===== src/rtl/freq_gate_ctrl.sv =====
// freq_gate_ctrl
// Gate-time sequencer for a 6-digit BCD frequency counter. Runs on the
// reference clock and cycles CLEAR -> GATE -> SETTLE -> LATCH -> HOLD, then
// either returns to IDLE (single-shot) or re-enters CLEAR (continuous).
//
// Ports:
//   CLK    reference clock, rising edge
//   RST    asynchronous active-high reset
//   START  level, sampled in IDLE to begin a measurement
//   CONT   1 = continuous, 0 = single-shot (sampled at HOLD expiry)
//   RANGE  gate select: GATE_CYCLES / 10^RANGE (minimum 1)
//   CNT    24-bit BCD count from the F_IN-domain counter
//   ENA    counter enable (GATE only)
//   CLR    counter clear (CLEAR only)
//   LATCH  one-cycle strobe coincident with DISP update
//   DISP   latched BCD result
//   DP     range that produced DISP (decimal-point position)
//   BUSY   high in every state except IDLE
//   VALID  sticky, set on first LATCH
module freq_gate_ctrl #(
    parameter int unsigned GATE_CYCLES   = 50000000,
    parameter int unsigned CLR_CYCLES    = 4,
    parameter int unsigned SETTLE_CYCLES = 4,
    parameter int unsigned HOLD_CYCLES   = 25000000
) (
    input  logic        CLK,
    input  logic        RST,
    input  logic        START,
    input  logic        CONT,
    input  logic [1:0]  RANGE,
    input  logic [23:0] CNT,
    output logic        ENA,
    output logic        CLR,
    output logic        LATCH,
    output logic [23:0] DISP,
    output logic [1:0]  DP,
    output logic        BUSY,
    output logic        VALID
);

    // Zero-valued parameters are illegal; treat them as 1.
    localparam int unsigned GATE_N   = (GATE_CYCLES   == 0) ? 1 : GATE_CYCLES;
    localparam int unsigned CLR_N    = (CLR_CYCLES    == 0) ? 1 : CLR_CYCLES;
    localparam int unsigned SETTLE_N = (SETTLE_CYCLES == 0) ? 1 : SETTLE_CYCLES;
    localparam int unsigned HOLD_N   = (HOLD_CYCLES   == 0) ? 1 : HOLD_CYCLES;

    // Decade gate lengths, floored at one cycle.
    localparam int unsigned GL0 = GATE_N;
    localparam int unsigned GL1 = (GATE_N / 10   == 0) ? 1 : GATE_N / 10;
    localparam int unsigned GL2 = (GATE_N / 100  == 0) ? 1 : GATE_N / 100;
    localparam int unsigned GL3 = (GATE_N / 1000 == 0) ? 1 : GATE_N / 1000;

    localparam int unsigned MAX_A = (GATE_N > HOLD_N) ? GATE_N : HOLD_N;
    localparam int unsigned MAX_B = (CLR_N > SETTLE_N) ? CLR_N : SETTLE_N;
    localparam int unsigned MAX_N = (MAX_A > MAX_B) ? MAX_A : MAX_B;
    // Timer holds (duration - 1), so it needs to represent MAX_N-1.
    localparam int TW = (MAX_N < 2) ? 1 : $clog2(MAX_N);

    typedef enum logic [2:0] {
        S_IDLE, S_CLEAR, S_GATE, S_SETTLE, S_LATCH, S_HOLD
    } state_t;

    state_t          state, state_n;
    logic [TW-1:0]   timer, timer_n;
    logic [TW-1:0]   gate_ld;
    logic [1:0]      range_q;

    always_comb begin
        gate_ld = TW'(GL0 - 1);
        case (range_q)
            2'd0:    gate_ld = TW'(GL0 - 1);
            2'd1:    gate_ld = TW'(GL1 - 1);
            2'd2:    gate_ld = TW'(GL2 - 1);
            default: gate_ld = TW'(GL3 - 1);
        endcase
    end

    // Each state runs for (load + 1) cycles and exits when the timer is 0;
    // the timer is reloaded on the transition into the next state.
    always_comb begin
        state_n = state;
        timer_n = (timer != '0) ? timer - TW'(1) : timer;
        case (state)
            S_IDLE: begin
                if (START) begin
                    state_n = S_CLEAR;
                    timer_n = TW'(CLR_N - 1);
                end
            end
            S_CLEAR: begin
                if (timer == '0) begin
                    state_n = S_GATE;
                    timer_n = gate_ld;
                end
            end
            S_GATE: begin
                if (timer == '0) begin
                    state_n = S_SETTLE;
                    timer_n = TW'(SETTLE_N - 1);
                end
            end
            S_SETTLE: begin
                if (timer == '0) begin
                    state_n = S_LATCH;
                    timer_n = '0;
                end
            end
            S_LATCH: begin
                state_n = S_HOLD;
                timer_n = TW'(HOLD_N - 1);
            end
            S_HOLD: begin
                if (timer == '0) begin
                    if (CONT) begin
                        state_n = S_CLEAR;
                        timer_n = TW'(CLR_N - 1);
                    end else begin
                        state_n = S_IDLE;
                        timer_n = '0;
                    end
                end
            end
            default: begin
                state_n = S_IDLE;
                timer_n = '0;
            end
        endcase
    end

    // Outputs are decoded from the next state and registered, so every
    // line toward the F_IN domain comes straight from a flop.
    always_ff @(posedge CLK or posedge RST) begin
        if (RST) begin
            state   <= S_IDLE;
            timer   <= '0;
            range_q <= 2'd0;
            ENA     <= 1'b0;
            CLR     <= 1'b0;
            LATCH   <= 1'b0;
            DISP    <= 24'd0;
            DP      <= 2'd0;
            BUSY    <= 1'b0;
            VALID   <= 1'b0;
        end else begin
            state <= state_n;
            timer <= timer_n;
            ENA   <= (state_n == S_GATE);
            CLR   <= (state_n == S_CLEAR);
            LATCH <= (state_n == S_LATCH);
            BUSY  <= (state_n != S_IDLE);
            // Range is frozen on CLEAR entry; later RANGE moves are ignored.
            if (state_n == S_CLEAR && state != S_CLEAR)
                range_q <= RANGE;
            // CNT is sampled at the end of SETTLE, when the counter is static.
            if (state_n == S_LATCH) begin
                DISP  <= CNT;
                DP    <= range_q;
                VALID <= 1'b1;
            end
        end
    end

endmodule


===== config.mk =====
export PLATFORM = sky130hd
export DESIGN_NAME = freq_gate_ctrl
export DESIGN_NICKNAME = d
export VERILOG_FILES = /design/src/rtl/freq_gate_ctrl.sv
export SDC_FILE = /design/constraint.sdc
export NUM_CORES = 1
export LEC_CHECK = 0
export ABC_AREA = 0
export BUFFER_PORTS_ARGS = -buffer_cell sky130_fd_sc_hd__buf_2
export CORE_MARGIN = 4
export CORE_UTILIZATION = 55
export CTS_CLUSTER_SIZE = 10
export DETAILED_ROUTE_END_ITERATION = 10
export PLACE_DENSITY_LB_ADDON = 0.15
export SYNTH_ARGS = -nofsm -noshare
export SYNTH_HDL_FRONTEND = slang
export SYNTH_SLANG_ARGS = --single-unit

===== constraint.sdc =====
create_clock -name CLK -period 3.42 [get_ports CLK]
set_clock_uncertainty 0.15 [all_clocks]
set_input_delay 0.342 -clock CLK [delete_from_list [all_inputs] [get_ports CLK]]
set_output_delay 0.342 -clock CLK [all_outputs]
set_load 0.02 [all_outputs]

# Word-level counts from Yosys, hierarchy flattened
# Cells that the tools add are included.
# word_totals
reg_bits	62
elab_cells	44
input_bits	30
out_inout_bits	31
# classes
addsub	1
mux	16
n_reduce_logical	6
eq_ne	11
# ops
op	n
26-bit 2-to-1 mux	6
26-bit one-hot mux with 6 select lines	1
26-bit one-hot mux with 3 select lines	1
26-bit logical NOT	1
26-bit nonzero test	1
26-bit by 1-bit subtractor with 26-bit output, second input constant	1
3-bit one-hot mux with 6 select lines	1
3-bit 2-to-1 mux	5
3-bit by 2-bit equality test with 1-bit output, second input constant	3
3-bit equality test, second input constant	3
3-bit by 1-bit equality test with 1-bit output, second input constant	2
3-bit logical NOT	1
3-bit by 1-bit != test with 1-bit output, second input constant	1
3-bit nonzero test	1
2-bit by 1-bit equality test with 1-bit output, second input constant	1
2-bit equality test, second input constant	1
2-bit logical NOT	1
2-bit 2-to-1 mux	1
1-bit logical AND	1
1-bit 2-to-1 mux	1

# Logic depth before layout (Yosys ltp)
# Gate-level depths: netlist (run 1).
# depth
word_depth	5
depth_mapped	13
ltp_nobuf	11

# Least setup slack after synthesis (run 1)
# Ideal clock, no wire load.
# synth_path
path_kind	register to register
from	register timer[20]
to	register timer[0]
setup_ns	0.131
arrival_ns	2.523
stages_incl_launch_ff	13
n_path_buf	2
t_required_ns	3.139
synth_period_minus_slack_ns	2.804
setup_slack_ns	0.616
cell_sequence	dfrtp_1 > or4_4 > nor4b_4 > and3_1 > buf_4 > inv_2 > buf_2 > ha_1 > nor2_1 > a21oi_1 > a21oi_1 > a2bb2oi_1 > o21ai_0
# synth_via
elab_chain_cells	4
elab_cells_between_ends	9
classes_between	mux: 7; reduce/logical: 2
# synth_rtl
item	line_no	source
start, declared	64	logic [TW-1:0] timer, timer_n;
start signal, assigned	146	timer <= timer_n;
26-bit nonzero test	82	timer_n = (timer != '0) ? timer - TW'(1) : timer;
26-bit 2-to-1 mux	82	
26-bit 2-to-1 mux, on equally long branches	-	
26-bit one-hot mux with 6 select lines (*)	83	case (state)
named net timer_n[0]	64	
# The timed path passes the listed nets; every way through them passes the cells marked *.
# A chain may end at the register's enable or synchronous reset.

# Worst setup path in the final report (run 1)
# layout_path
from	register timer[20]
to	register DISP[3]
# layout_via
elab_chain_cells	4
elab_cells_between_ends	7
classes_between	eq/ne: 1; mux: 5; reduce/logical: 1
# layout_rtl
item	line_no	source
26-bit logical NOT (*)	-	
3-bit 2-to-1 mux, on equally long branches	-	
3-bit one-hot mux with 6 select lines (*)	83	
3-bit equality test (*)	155	if (state_n == S_LATCH) begin
end signal, assigned	140	DISP <= 24'd0;
end signal, assigned	156	DISP <= CNT;
end, declared	35	output logic [23:0] DISP,
# Every way passes the cells marked *; elsewhere a longest branch is shown, timed or not.

==> results of run 1 <==
[registers in the layout (all words and copies together), names as in the netlist, 2 cells and up]
signal and cells:
range_q 2, timer 26, DP 2, DISP 24, state 3
[cell families (layout without fill, tap and decap cells)]
kind of cell	Yosys count	after routing
fa+ha+maj	11	11
xor+xnor	19	19
simple gates	102	102
mux	29	29
flops	62	62
compound gates	62	62
buf+inv	22	92
[worst max-delay path: cells and delay by family (launching register included)]
kind	cells	cell delay, ns
muxes	1	0.39
buffers and inverters	1	0.35
DFF	1	0.43
and+or+nand+nor	4	1.49
[Yosys cell counts (2+ instances only)]
master,number
buf_2,5
inv_1,7
a21oi_1,25
xnor2_1,7
mux2_2,26
o21a_1,3
o22ai_1,3
nor3_1,14
clkbuf_1,6
and2_1,3
xor2_1,12
nor2_1,35
ha_1,11
dfrtp_1,62
nand3_1,6
a21o_1,2
mux2_1,2
buf_4,2
nand2_1,18
nor4_1,6
or3b_2,2
o31ai_1,3
and3_1,4
o21ai_0,16
nand4_1,4
[power breakdown]
part | total, mW | internal [mW] | switching (mW)
clock | 0.541 | 0.260 | 0.282
sequential | 0.965 | 0.846 | 0.119
combinational | 0.465 | 0.211 | 0.254
[metal layers]
layer,track usage (%),up-vias,share of wire (%)
met5,0,-,0
met1,28.9,1267,44
met2,34.5,109,46
met3,5.43,19,7.1
li1,-,1210,-
met4,10.2,0,2.4
[layout make-up]
cell class                      instances  area [um^2]
Sequential cell                        62         1550
Timing Repair Buffer                   68          360
Tap cell                               72         90.1
Fill cell                             472         1810
Clock inverter                          6         38.8
Clock buffer                           10          128
Multi-Input combinational cell        223         1530
Inverter                                8         30.0
[per-stage QoR]
stage | cell area, um^2 | cells | util [%] | total power [mW] | setup slack [ns]
global route | 3730 | 449 | 67.3 | 2.10 | 0.367
global placement | 3560 | 433 | 64.3 | 1.42 | 0.595
detailed placement | 3560 | 433 | 64.3 | 1.43 | 0.530
floorplan | 3180 | 307 | - | 1.29 | 0.616
finish | 3730 | 449 | 67.3 | 1.97 | 0.473
CTS | 3730 | 449 | 67.3 | 1.97 | 0.507
[worst max-delay path by stage]
stage / slack [ns] / to / from / depth (start not counted)
after global placement: 0.60 / DISP[5]$_DFFE_PP0P_ / timer[20]$_DFF_PP0_ / 6
after global routing: 0.37 / DISP[3]$_DFFE_PP0P_ / timer[20]$_DFF_PP0_ / 6
final: 0.47 / DISP[3]$_DFFE_PP0P_ / timer[20]$_DFF_PP0_ / 6
after CTS: 0.51 / DISP[3]$_DFFE_PP0P_ / timer[20]$_DFF_PP0_ / 6
after floorplan: 0.62 / timer[0]$_DFF_PP0_ / timer[20]$_DFF_PP0_ / 12
after detailed placement: 0.53 / DISP[3]$_DFFE_PP0P_ / timer[20]$_DFF_PP0_ / 6
==> flow_metrics.py, run 1 <==
metrics = {
    "clock_tree": {
        "cts_root_buf": "clkbuf_8",
        "postCtsSetupBuffers": 0,
        "cts_sinks": 62,
        "path_clk_slew_ns": 0.07,
        "cts_tree": "built",
        "numCtsBuffers": 9,
        "cts_buffer_depth": 2,
        "cts_resized": 0,
        "cts_hold_buf": 0,
        "htree_num_levels": 3,
        "clk_latency_ns": 0.34,
    },
    "yosys": {
        "synth_top_area_share_pct": 48.8,
        "ys_warn_count": 0,
        "synth_edf_count": 0,
        "ys_async_sr_fraction_pct": 100,
        "synth_area_per_cell_um2": 10.3,
        "syn_inst": 307,
        "synth_xor_area_share_pct": 5.24,
        "synthFlopType": "dfrtp_1",
        "synth-simple-area-share_pct": 16.5,
        "synth_top_family_by_area": "simple AND/OR/NAND/NOR gates",
        "synth_compound_area_share_pct": 11.6,
        "syn_area_um2": 3180,
        "synthAdderAreaFrac_pct": 4.33,
        "synth_area_leaders": "dfrtp_1 (49%), mux2_2 (9.2%), ha_1 (4.3%)",
        "synth_top_area_cell": "dfrtp_1",
        "yosysSeqAreaShare_pct": 48.8,
        "synth_nets": 348,
        "synth-seq-cells": 62,
        "synthMuxAreaShare_pct": 10.2,
        "ys_types": 48,
    },
    "timing": {
        "fmax_ghz": 0.339,
        "fin_crit_sh_pct": 86.2,
        "rsz0062_at_grt": "false",
        "worst_slew_pin_slew_ns": 0.759,
        "fin_crit_ns": 2.95,
        "slew_viol_final": 0,
        "fin_setup_tns_ns": 0,
        "slew_headroom_pct": 49.3,
        "setup_viol": 0,
        "hold_ws_ns": -0.00839,
        "hold_violations": 17,
    },
    "critical_path": {
        "path_max_fanout": 29,
        "path_class": "flop to flop",
        "rrSetupSlack_ns": 0.47,
        "worst_path_max_delay_cell": "or4_4",
        "rr_startpoint": "timer[20]$_DFF_PP0_",
        "r2r_end": "DISP[3]$_DFFE_PP0P_",
        "path_cells": "or4_4, nor4b_4, nand4_2, nor3_4, buf_4, mux2_2",
        "critPathArrivalTime_ns": 3.01,
        "end_kind": "flop",
        "reg2reg_depth": 6,
        "required_ns": 3.48,
        "cp_slowest_stage_delay_ns": 0.58,
        "startpoint_type": "flop",
    },
    "finish": {
        "finalNetCount": 413,
        "antenna_cells": 0,
        "mostFrequentLayoutCell": "dfrtp_1",
        "syn_to_final_growth_pct": 17.3,
        "layout-drive-gt1-share_pct": 31.3,
        "final_cell_mix": "dfrtp_1 (62), buf_2 (60), nor2_1 (35), mux2_2 (26), a21oi_1 (25)",
    },
    "grt": {
        "grt_overflow": 0,
        "grt_max_degree": 37,
        "grt_first_pass_wirelength_mm": 12.4,
        "grt_pass1_vias": 2637,
        "track_usage_pct": 22.1,
        "antenna_found_initial": 0,
    },
    "floorplanning": {
        "coreArea_um2": 5540,
        "boundaryPins": 61,
        "die_h_um": 84,
        "dieArea_um2": 7060,
        "rows": 27,
        "start_util_pct": 57.3,
        "die_x_um": 84,
    },
    "min_path": {
        "hp-class": "primary input to async pin",
    },
    "pwr": {
        "leakagePower_nw": 1.86,
        "power_density_nw_per_um2": 529,
        "ir_drop_mv": 0.297,
    },
    "routing": {
        "wirelength_mm": 7.35,
        "first_iter_violations": 268,
        "drtPass1Iterations": 5,
        "wire_per_inst_um": 16.4,
        "viasPerCell": 5.80,
        "via_count": 2605,
        "postRouteAntennaNets": 0,
        "post-route-drc-count": 0,
    },
    "place": {
        "hpwl_mm": 5.28,
        "numPortBuffers": 60,
        "place_congestion": 0.862,
    },
    "job": {
        "drv_cap": 0,
    },
    "outcome": {
        "failed_checks": "negative hold slack",
        "outcome": "finished, violations left",
    },
}
Note: power is estimated with default switching activity, not from simulation.
==> run 2, diff against run 1 <==
==> constraint.sdc (replaced) <==
create_clock -name CLK -period 3.42 [get_ports CLK]
set_clock_uncertainty 0.15 [all_clocks]
set_input_delay 0.171 -clock CLK [delete_from_list [all_inputs] [get_ports CLK]]
set_output_delay 0.171 -clock CLK [all_outputs]
set_load 0.02 [all_outputs]
==> run 2 against run 1 <==
The run now ends clean. Sequential cell count did not move. First-iteration DRC count grew 16%. Sequential power is essentially flat. Utilization is 5.1 points higher. Worst hold slack better by 0.086 ns. Critical path depth stayed put. Final cell count increased by 6.2%. Design area up 7.5%. Clock-buffer cell count did not move.
==> flow_metrics.py, run 2 (synthesis gave the netlist of run 1 again) <==
metrics = {
    "grt": {
        "grt_max_degree": 37,
        "grt_first_pass_wirelength_mm": 14.1,
        "grt_overflow": 0,
        "antenna_found_initial": 0,
        "grt_pass1_vias": 2850,
        "track_usage_pct": 25.3,
    },
    "floorplanning": {
        "dieArea_um2": 7060,
        "die_x_um": 84,
        "rows": 27,
        "die_h_um": 84,
        "start_util_pct": 57.3,
        "coreArea_um2": 5540,
        "boundaryPins": 61,
    },
    "timing": {
        "slew_viol_final": 0,
        "rsz0062_at_grt": "false",
        "worst_slew_pin_slew_ns": 0.752,
        "hold_violations": 0,
        "hold_ws_ns": 0.0777,
        "fin_crit_sh_pct": 85.7,
        "slew_headroom_pct": 49.8,
        "fin_setup_tns_ns": 0,
        "fmax_ghz": 0.341,
        "fin_crit_ns": 2.93,
        "setup_viol": 0,
    },
    "place": {
        "numPortBuffers": 60,
        "place_congestion": 0.862,
        "hpwl_mm": 5.28,
    },
    "min_path": {
        "worst_hold_path.endpoint": "timer[1]$_DFF_PP0_",
        "hp-class": "primary input to flop",
        "hold_depth": 3,
        "worstHoldStart": "START",
    },
    "clock_tree": {
        "cts_tree": "built",
        "path_clk_slew_ns": 0.07,
        "postCtsSetupBuffers": 0,
        "htree_num_levels": 3,
        "cts_sinks": 62,
        "cts_root_buf": "clkbuf_8",
        "numCtsBuffers": 9,
        "cts_buffer_depth": 2,
        "clk_latency_ns": 0.34,
    },
    "critical_path": {
        "cp_slowest_stage_delay_ns": 0.58,
        "worst_path_max_delay_cell": "or4_4",
        "path_cells": "or4_4, nor4b_4, nand4_2, nor3_4, buf_4, mux2_2",
        "required_ns": 3.49,
        "rr_startpoint": "timer[20]$_DFF_PP0_",
        "reg2reg_depth": 6,
        "path_class": "flop to flop",
        "critPathTopFamily": "simple AND/OR/NAND/NOR gates",
        "critPathArrivalTime_ns": 3.00,
        "path_buf_inv": 1,
        "startpoint_type": "flop",
        "rrSetupSlack_ns": 0.49,
        "path_max_fanout": 29,
        "r2r_end": "DISP[3]$_DFFE_PP0P_",
        "end_kind": "flop",
    },
    "routing": {
        "postRouteAntennaNets": 0,
        "post-route-drc-count": 0,
        "first_iter_violations": 311,
        "viasPerCell": 5.78,
        "drtPass1Iterations": 4,
        "via_count": 2756,
        "wirelength_mm": 8.56,
        "wire_per_inst_um": 17.9,
    },
    "finish": {
        "layout-drive-gt1-share_pct": 29.1,
        "antenna_cells": 0,
        "finalNetCount": 441,
        "final_cell_mix": "dfrtp_1 (62), buf_2 (60), nor2_1 (35), dlygate4sd3_1 (28), mux2_2 (26)",
        "fill_cells": 414,
        "largest_register_ffs": 26,
        "mostFrequentLayoutCell": "dfrtp_1",
        "syn_to_final_growth_pct": 26.1,
        "largest_register": "timer",
        "top_regs": "timer: 26 flops, DISP: 24 flops, state: 3 flops",
    },
    "outcome": {
        "outcome": "finished clean",
    },
    "job": {
        "drv_cap": 0,
    },
    "pwr": {
        "power_density_nw_per_um2": 502,
        "power.total_mw": 2.01,
        "leakagePower_nw": 1.98,
        "ir_drop_mv": 0.468,
    },
}
==> run 2: cell count changes in the layout (fill, tap and decap cells not counted) <==
| cell | change |
|---|---|
| dlygate4sd3_1 | +28 |
==> run 2: tightest hold or removal path: stages <==
cell,delay (ns)
buf_2,0.14
nor2_1,0.13
o31ai_1,0.08
==> run 2: metal layers <==
| metal | vias to the layer above | wire [um] | GRT usage, % |
|---|---|---|---|
| met5 | - | 0 | 0 |
| met4 | 0 | 145 | 9.36 |
| met3 | 12 | 559 | 5.13 |
| met2 | 113 | 4310 | 43.4 |
| met1 | 1358 | 3540 | 31.3 |
| li1 | 1273 | - | - |
==> run 2: repair_timing <==
action,CTS,global route
hold buffers,28,0
hold endpoints to repair,62,0
gates resized for setup,0,0
==> run 2: worst max path at each step <==
stage,startpoint,to,slack [ns],depth (start not counted)
after detailed placement,timer[20]$_DFF_PP0_,DISP[3]$_DFFE_PP0P_,0.53,6
after global placement,timer[20]$_DFF_PP0_,DISP[5]$_DFFE_PP0P_,0.60,6
after floorplan,timer[20]$_DFF_PP0_,timer[0]$_DFF_PP0_,0.62,12
final,timer[20]$_DFF_PP0_,DISP[3]$_DFFE_PP0P_,0.49,6
after CTS,timer[20]$_DFF_PP0_,DISP[3]$_DFFE_PP0P_,0.51,6
after global routing,timer[20]$_DFF_PP0_,DISP[3]$_DFFE_PP0P_,0.39,6
==> run 2: power breakdown <==
group,leakage [nW],total [mW],switching (mW),internal [mW]
clock,0.0820,0.551,0.291,0.260
sequential,0.809,0.965,0.120,0.846
combinational,1.09,0.495,0.263,0.232
total,1.98,2.01,0.674,1.34
==> run 2: final cells by class <==
class | count | area [um^2] | area share, %
Sequential cell | 62 | 1550 | 38.7
Multi-Input combinational cell | 223 | 1530 | 38.1
Timing Repair Buffer | 96 | 641 | 16.0
Clock buffer | 10 | 128 | 3.19
Tap cell | 72 | 90.1 | 2.25
Clock inverter | 6 | 38.8 | 0.968
Inverter | 8 | 30.0 | 0.750
==> run 2: stage by stage <==
step,setup slack (ns),util (%),instances,cell area (um^2)
final,0.489,72.3,477,4010
after CTS,0.507,72.3,477,4010
after global placement,0.595,64.3,433,3560
after detailed placement,0.530,64.3,433,3560
after floorplan,0.616,-,307,3180
after global routing,0.386,72.3,477,4010
